### config.mk
export PLATFORM = sky130hd
export DESIGN_NAME = dmem_sched
export DESIGN_NICKNAME = d
export VERILOG_FILES = /design/src/rtl/dmem_sched_pkg.sv /design/src/rtl/dmem_sched_sat_cnt.sv /design/src/rtl/dmem_sched.sv
export SDC_FILE = /design/constraint.sdc
export NUM_CORES = 1
export LEC_CHECK = 0
export ABC_AREA = 1
export CAP_MARGIN = 20
export CORE_ASPECT_RATIO = 0.8
export CORE_MARGIN = 3
export CORE_UTILIZATION = 47
export CTS_CLUSTER_SIZE = 20
export DETAILED_ROUTE_END_ITERATION = 8
export PLACE_DENSITY = 0.94
export SYNTH_ARGS = -nofsm -noshare
export SYNTH_HDL_FRONTEND = slang
export SYNTH_SLANG_ARGS = --single-unit
export TNS_END_PERCENT = 50
### constraint.sdc
create_clock -name clk_i -period 3.65 [get_ports clk_i]
set_input_delay 0.365 -clock clk_i [delete_from_list [all_inputs] [get_ports clk_i]]
set_output_delay 0.365 -clock clk_i [all_outputs]
set_load 0.1 [all_outputs]
### src/rtl/dmem_sched_pkg.sv
// Shared types for the dmem scheduler: FSM state and conflict-winner tag.
package dmem_sched_pkg;
    typedef enum logic {S_RUN, S_HALTED} sched_st_t;
    typedef enum logic {W_CPU, W_HOST} win_t;
endpackage

### src/rtl/dmem_sched_sat_cnt.sv
// Saturating up-counter: sticks at all-ones, cleared only by reset.
module dmem_sched_sat_cnt #(
    parameter int CNTW = 16
) (
    input  logic            clk_i,
    input  logic            reset_ni,
    input  logic            inc_i,
    output logic [CNTW-1:0] cnt_o
);
    logic [CNTW-1:0] cnt_q;

    // increment unless already at the ceiling
    always_ff @(posedge clk_i or negedge reset_ni) begin
        if (!reset_ni)                    cnt_q <= '0;
        else if (inc_i && (cnt_q != '1)) cnt_q <= cnt_q + 1'b1;
    end

    assign cnt_o = cnt_q;
endmodule

### src/rtl/dmem_sched.sv
// Single-port dmem scheduler: round-robin between core and host on conflict,
// host HALT mode freezes the core and gives the host exclusive access.
module dmem_sched
    import dmem_sched_pkg::*;
#(
    parameter int AW   = 8,
    parameter int DW   = 8,
    parameter int CNTW = 16
) (
    input  logic            clk_i,
    input  logic            reset_ni,
    input  logic            cpu_req_i,
    input  logic            cpu_we_i,
    input  logic [AW-1:0]   cpu_addr_i,
    input  logic [DW-1:0]   cpu_wdata_i,
    output logic [DW-1:0]   cpu_rdata_o,
    output logic            cpu_stall_o,
    input  logic            host_req_i,
    input  logic            host_we_i,
    input  logic [AW-1:0]   host_addr_i,
    input  logic [DW-1:0]   host_wdata_i,
    output logic [DW-1:0]   host_rdata_o,
    output logic            host_ack_o,
    input  logic            host_halt_i,
    output logic            halted_o,
    output logic            mem_we_o,
    output logic [AW-1:0]   mem_addr_o,
    output logic [DW-1:0]   mem_di_o,
    input  logic [DW-1:0]   mem_dout_i,
    output logic [CNTW-1:0] stall_cnt_o,
    output logic [CNTW-1:0] conflict_cnt_o
);
    sched_st_t       state_q, state_d;
    win_t            last_win_q, last_win_d;
    logic            host_pend_q;
    logic [DW-1:0]   host_rdata_q;
    logic            host_elig, gnt_cpu, gnt_host, conflict;

    // host may not re-access in its own ack cycle (max 1 access / 2 cycles)
    assign host_elig = host_req_i & ~host_pend_q;

    // state, winner history and host response registers
    always_ff @(posedge clk_i or negedge reset_ni) begin
        if (!reset_ni) begin
            state_q      <= S_RUN;
            last_win_q   <= W_HOST;
            host_pend_q  <= 1'b0;
            host_rdata_q <= '0;
        end else begin
            state_q     <= state_d;
            last_win_q  <= last_win_d;
            host_pend_q <= gnt_host;
            if (gnt_host) host_rdata_q <= mem_dout_i;
        end
    end

    // next state and per-cycle grant; grants are suppressed while reset is
    // asserted so no store can land during reset
    always_comb begin
        state_d    = host_halt_i ? S_HALTED : S_RUN;
        last_win_d = last_win_q;
        gnt_cpu    = 1'b0;
        gnt_host   = 1'b0;
        conflict   = 1'b0;
        if (reset_ni) begin
            if (state_q == S_HALTED) begin
                gnt_host = host_elig;
            end else begin
                conflict = cpu_req_i & host_elig;
                if (conflict) begin
                    // history only advances on real conflicts
                    gnt_cpu    = (last_win_q == W_HOST);
                    gnt_host   = ~gnt_cpu;
                    last_win_d = gnt_cpu ? W_CPU : W_HOST;
                end else begin
                    gnt_cpu  = cpu_req_i;
                    gnt_host = host_elig;
                end
            end
        end
    end

    // memory port mux driven by the winner; idle bus is all-zero
    always_comb begin
        mem_we_o   = 1'b0;
        mem_addr_o = '0;
        mem_di_o   = '0;
        if (gnt_cpu) begin
            mem_we_o   = cpu_we_i;
            mem_addr_o = cpu_addr_i;
            mem_di_o   = cpu_wdata_i;
        end else if (gnt_host) begin
            mem_we_o   = host_we_i;
            mem_addr_o = host_addr_i;
            mem_di_o   = host_wdata_i;
        end
    end

    assign halted_o     = (state_q == S_HALTED);
    assign cpu_stall_o  = halted_o | (cpu_req_i & ~gnt_cpu);
    assign cpu_rdata_o  = mem_dout_i;
    assign host_ack_o   = host_pend_q;
    assign host_rdata_o = host_rdata_q;

    dmem_sched_sat_cnt #(.CNTW(CNTW)) u_stall_cnt (
        .clk_i    (clk_i),
        .reset_ni (reset_ni),
        .inc_i    (cpu_stall_o),
        .cnt_o    (stall_cnt_o)
    );

    dmem_sched_sat_cnt #(.CNTW(CNTW)) u_conflict_cnt (
        .clk_i    (clk_i),
        .reset_ni (reset_ni),
        .inc_i    (conflict),
        .cnt_o    (conflict_cnt_o)
    );
endmodule

**Yosys cells after proc, flatten, opt, wreduce, memory -nomap -nowiden**

Index checks and enable logic that the tools add are counted.

- Output and inout bits: 68
- Bits of input ports: 47
- Bits in registers: 43
- Word-level logic and storage cells: 37

- Add/subtract/negate cells: 2
- Bitwise logic cells: 8
- Equal/unequal tests: 2
- Reductions and logical operators: 3
- Muxes and demuxes: 16

Operators with widths:

| operator | count |
|---|---|
| $add 16x1->16 const B | 2 |
| $mux 8 | 4 |
| $ne 16x16->1 const B | 2 |
| $mux 1 | 12 |
| $not 1->1 | 4 |
| $and 1x1->1 | 3 |
| $reduce_and 3->1 | 1 |
| $logic_and 1x1->1 | 2 |
| $or 1x1->1 | 1 |

**Depth between registers and ports, before layout**

- Depth in word-level cells: 10
- Gate-level depth with buffers: 10
- Gate-level depth less buffers: 9

**Cells and area by module**

From an unflattened synthesis, not the netlist that was laid out.

- Cells, all modules: 420
- Area total of the unflattened synthesis: 2999.1 µm²

Modules (own cells, without submodules):

| module | sequential area each (µm²) | times used | area each (µm²) | cells each |
|---|---|---|---|---|
| dmem_sched_sat_cnt | 400.4 | 2 | 1058.5 | 149 |
| dmem_sched | 276.5 | 1 | 882.1 | 122 |

**Worst setup path after synthesis**

Ideal clock, no wire load.

- Path kind: register to output
- Start point: register state_q (netlist: halted_o)
- End point: output port mem_addr_o[7]
- Required time: 3.285 ns
- Arrival: 2.347 ns
- Cell stages (with the launch flop): 8
- Buffers on the path: 1
- Slack: 0.938 ns
- Cell sequence: dfrtp_1 > inv_2 > nand3_1 > nand2_1 > inv_2 > buf_4 > nand2_1 > nand2_1

- Longest elaborated chain between the ends: 4
- Elaborated cells between the ends (all ways): 6
- Those cells by class: 6 x mux

RTL lines:

| element | RTL line | text |
|---|---|---|
| from (decl) | dmem_sched.sv:33 | `sched_st_t state_q, state_d;` |
| from (signal assigned) | dmem_sched.sv:50 | `state_q <= state_d;` |
| $mux 1 | dmem_sched.sv:66 | `if (state_q == S_HALTED) begin` |
| $mux 1 | dmem_sched.sv:65 | `if (reset_ni) begin` |
| $mux 8 | dmem_sched.sv:92 | `end else if (gnt_host) begin` |
| $mux 8 (*) | dmem_sched.sv:88 | `if (gnt_cpu) begin` |
| to (decl) | dmem_sched.sv:27 | `output logic [AW-1:0] mem_addr_o,` |

Every way passes the cells marked *; elsewhere a longest branch is shown, timed or not.

**Worst setup path in the final report**

- Start point: input port host_req_i
- End point: output port mem_di_o[3]

- Longest elaborated chain between the ends: 7
- Elaborated cells between the ends (all ways): 10
- Those cells by class: 8 x mux; 2 x bitwise

RTL lines:

| element | RTL line | text |
|---|---|---|
| from (decl) | dmem_sched.sv:18 | `input logic host_req_i,` |
| $and 1x1->1 (*) | dmem_sched.sv:40 | `assign host_elig = host_req_i & ~host_pend_q;` |
| $and 1x1->1 | dmem_sched.sv:69 | `conflict = cpu_req_i & host_elig;` |
| $mux 1 | dmem_sched.sv:70 | `if (conflict) begin` |
| $mux 1 | dmem_sched.sv:66 |  |
| $mux 1 | dmem_sched.sv:65 |  |
| $mux 8 | dmem_sched.sv:92 |  |
| $mux 8 (*) | dmem_sched.sv:88 |  |
| to (decl) | dmem_sched.sv:28 | `output logic [DW-1:0] mem_di_o,` |

Marked as above.

==> key figures <==
Detailed routing
  • Pre-antenna DRT Iters: 4
  • DR iter-0 viols: 168
  • Vias post-DR: 2987
  • Post-Route WL: 8176 um
  • Vias per Instance: 5.020
  • Routed Antenna Nets: 0
  • WL/cell: 13.74 um
  • Residual DRC: 0

Global route
  • Initial antenna violation count: 0
  • GRT overflow: 0
  • Vias in the first global route: 2887
  • Global-route wire length before repair: 13260 um
  • Largest net degree at the start of global routing: 44
  • Total track usage: 23.99%

Timing
  • RSZ-0062 raised after global routing: no
  • Final setup fails: 0
  • Tightest Pin Transition: 1.015 ns
  • Final Hold Fails: 0
  • Setup TNS: 0 ns
  • Tcrit/Tclk final: 71.12%
  • Final Max Tran Viols: 0
  • Final Worst Setup Slack: 1.054 ns
  • Max Freq: 0.3852 GHz
  • Clock skew: 0.01036 ns
  • Tmin final: 2.596 ns
  • Relative slew margins: 32.12%

Critical path
  • Worst-path fanout max: 26
  • Req. time, crit path: 3.28 ns
  • Crit-path most repeated cell: nand2_1
  • Crit-path cells: clkdlybuf4s50_1, inv_1, nor3_1, nand2_1, inv_2, nand2_1, nand2_1, buf_12
  • CP max-delay cell: clkdlybuf4s50_1
  • Buf/Inv on CP: 4
  • Max incr delay on CP: 0.53 ns
  • CP Data Arrival Time: 2.23 ns
  • Critical path type: primary input to output pin
  • Critical path launch point type: primary input
  • CP top delay family: buffers and inverters
  • R2R Setup Slk: 1.82 ns
  • CP endpoint kind: output pin

Pwr
  • Max VDD drop: 440.5 uV
  • Leak: 1.902 nW
  • Tot Pwr: 0.002295 W
  • Pwr dens: 545.7 nW/um^2

Die
  • Die height: 75.33 um
  • Die ar.: 6980 sq um
  • Starting density of the core: 50.29%
  • # rows: 24
  • Ports: 115
  • Total core area: 5615 sq um
  • Die X: 92.67 um

Synthesis
  • Seq/Total Area, Yosys: 38.15%
  • Top post-synthesis cells by area: dfrtp_1 37%, nand2_1 25%, nand3_1 6.0%, nor2_1 4.8%, nand2_2 4.0%
  • Syn Nets: 457
  • Leading cell type by number of instances after synthesis: nand2_1
  • Top-area cell type share of the netlist area: 37.22%
  • Mapped Area: 2824 sq um
  • Top FF cell, synth: dfrtp_1
  • Leading area contributor after synthesis: dfrtp_1
  • Mean Syn Cell Area: 6.921 sq um
  • Synthesis Warnings: 0
  • Post-synth EDFFs: 0
  • Post-synthesis register bit count: 43
  • Number of distinct library cells after synthesis: 27
  • Ys async rst share: 100.0%
  • Top cells by count, synth: 185 x nand2_1, 42 x dfrtp_1, 36 x nor2_1
  • Synth Instances: 408

Layout
  • Fraction of layout cells with a size suffix above 1: 11.99%
  • Final core occ: 74.89%
  • Fin nets: 565
  • Final std cells w/o fill: 595
  • Area growth from synthesis to layout: 48.91%
  • Antenna cells: 0
  • Fillers: 422

Clock network
  • CTS clk-pin slew, worst paths: 0.09 ns
  • Root buffer cell: clkbuf_8
  • # hold bufs at CTS: 0
  • Clock tree buffer depth: 2
  • CTS tree: built
  • Post_cts resized: 0
  • Clock net sink count: 43
  • Num CTS Buffers: 5
  • Number of setup buffers added after CTS: 0
  • H-tree depth: 2
  • Clock latency on the worst-skew pair: 0.30 ns

Hold path
  • Hold crit path type: primary input to asynchronous set/reset pin

Job
  • MaxCap Viol Count: 0

Place
  • Post-Place Worst Slack: 1.050 ns
  • RD Place Congestion: 0.9237
  • Dpl hpwl: 6416 um
  • Port Buf Inserts: 114
  • Dpl cells: 587

Outcome
  • Status: complete, no violations
[logic make-up after synthesis]
| logic type | count (synthesis) | share of synthesized area, % |
|---|---|---|
| compound gates | 15 | 3.013 |
| xor+xnor | 14 | 4.342 |
| fa+ha+maj | 2 | 0.8860 |
| buf+inv | 39 | 7.222 |
| flops | 43 | 38.15 |
| simple gates | 295 | 46.39 |
[through the flow]
step	hold WS [ns]	cell area, sq um
final	0.1460	4205
after global routing	0.2069	4205
after CTS	0.1676	4205
after detailed placement	0.4744	4120
after global placement	0.4664	4120
after floorplan	0.06941	2824
[flip-flops by register name (all words and copies together) (netlist names)]
signal	count
u_conflict_cnt.cnt_o	16
halted_o	1
host_ack_o	1
u_stall_cnt.cnt_o	16
last_win_q	1
host_rdata_o	8
[area by class of cell]
class,count,area (sq um),share of cell area [%]
clock buffers,6,72.57,1.726
clock inverters,2,12.51,0.2975
inverters,25,93.84,2.231
multi-input cells,326,1543,36.69
flip-flops and latches,43,1077,25.62
well taps,78,97.59,2.321
repair buffers,115,1309,31.12
[layer usage]
layer  vias to the layer above  share of wire [%]  global-route usage [%]
li1                       1491                  -                       -
met1                      1367                 40                   28.53
met2                       117                 50                   43.57
met3                        12                8.3                   6.022
met4                         0                1.7                   7.805
met5                         -                  0                       0
[final timing paths]
check,cells past startpoint,endpoint,startpoint
max,8,mem_di_o[3],host_req_i
min,2,u_stall_cnt.cnt_o[10]$_DFFE_PN0P_,reset_ni
max reg2reg,7,u_conflict_cnt.cnt_o[2]$_DFFE_PN0P_,u_conflict_cnt.cnt_o[0]$_DFFE_PN0P_
min reg2reg,2,host_rdata_o[3]$_DFFE_PN0N_,host_rdata_o[3]$_DFFE_PN0N_
max in group asynchronous,2,last_win_q$_DFFE_PN1P_,reset_ni
min in group clk_i,2,host_rdata_o[3]$_DFFE_PN0N_,host_rdata_o[3]$_DFFE_PN0N_
[placed cells by master, fill, tap and decap left out, types with 2 or more instances in the layout]
| cell | count |
|---|---|
| nand3_1 | 34 |
| xnor2_1 | 6 |
| nor2_1 | 36 |
| nand2_2 | 18 |
| buf_12 | 17 |
| buf_4 | 3 |
| clkdlybuf4s50_1 | 94 |
| nand4_1 | 8 |
| nand3b_1 | 3 |
| nand2_4 | 2 |
| clkbuf_8 | 5 |
| xor2_1 | 8 |
| inv_1 | 21 |
| ha_1 | 2 |
| o21ai_0 | 7 |
| dfrtp_1 | 42 |
| nand2_1 | 185 |
| o21ai_1 | 6 |
| inv_2 | 4 |
| nor2_4 | 4 |
[power by group]
| part | internal (W) | leakage [nW] | total [W] | switching [W] |
|---|---|---|---|---|
| Clock | 0.000134 | 0.0412 | 0.000303 | 0.000169 |
| Sequential | 0.000564 | 0.556 | 0.000685 | 0.000121 |
| Combinational | 0.000340 | 1.30 | 0.00131 | 0.000967 |
| Total | 0.00104 | 1.90 | 0.00229 | 0.00126 |
[worst register-to-register path, stage by stage (launching register included)]
cell      delay (ns)
dfrtp_1         0.46
ha_1            0.31
inv_1           0.06
nor2_1          0.14
nand2_1         0.14
o21bai_2        0.45
nand2_1         0.10
o21ai_1         0.10
Power figures use the tool's default switching activity.
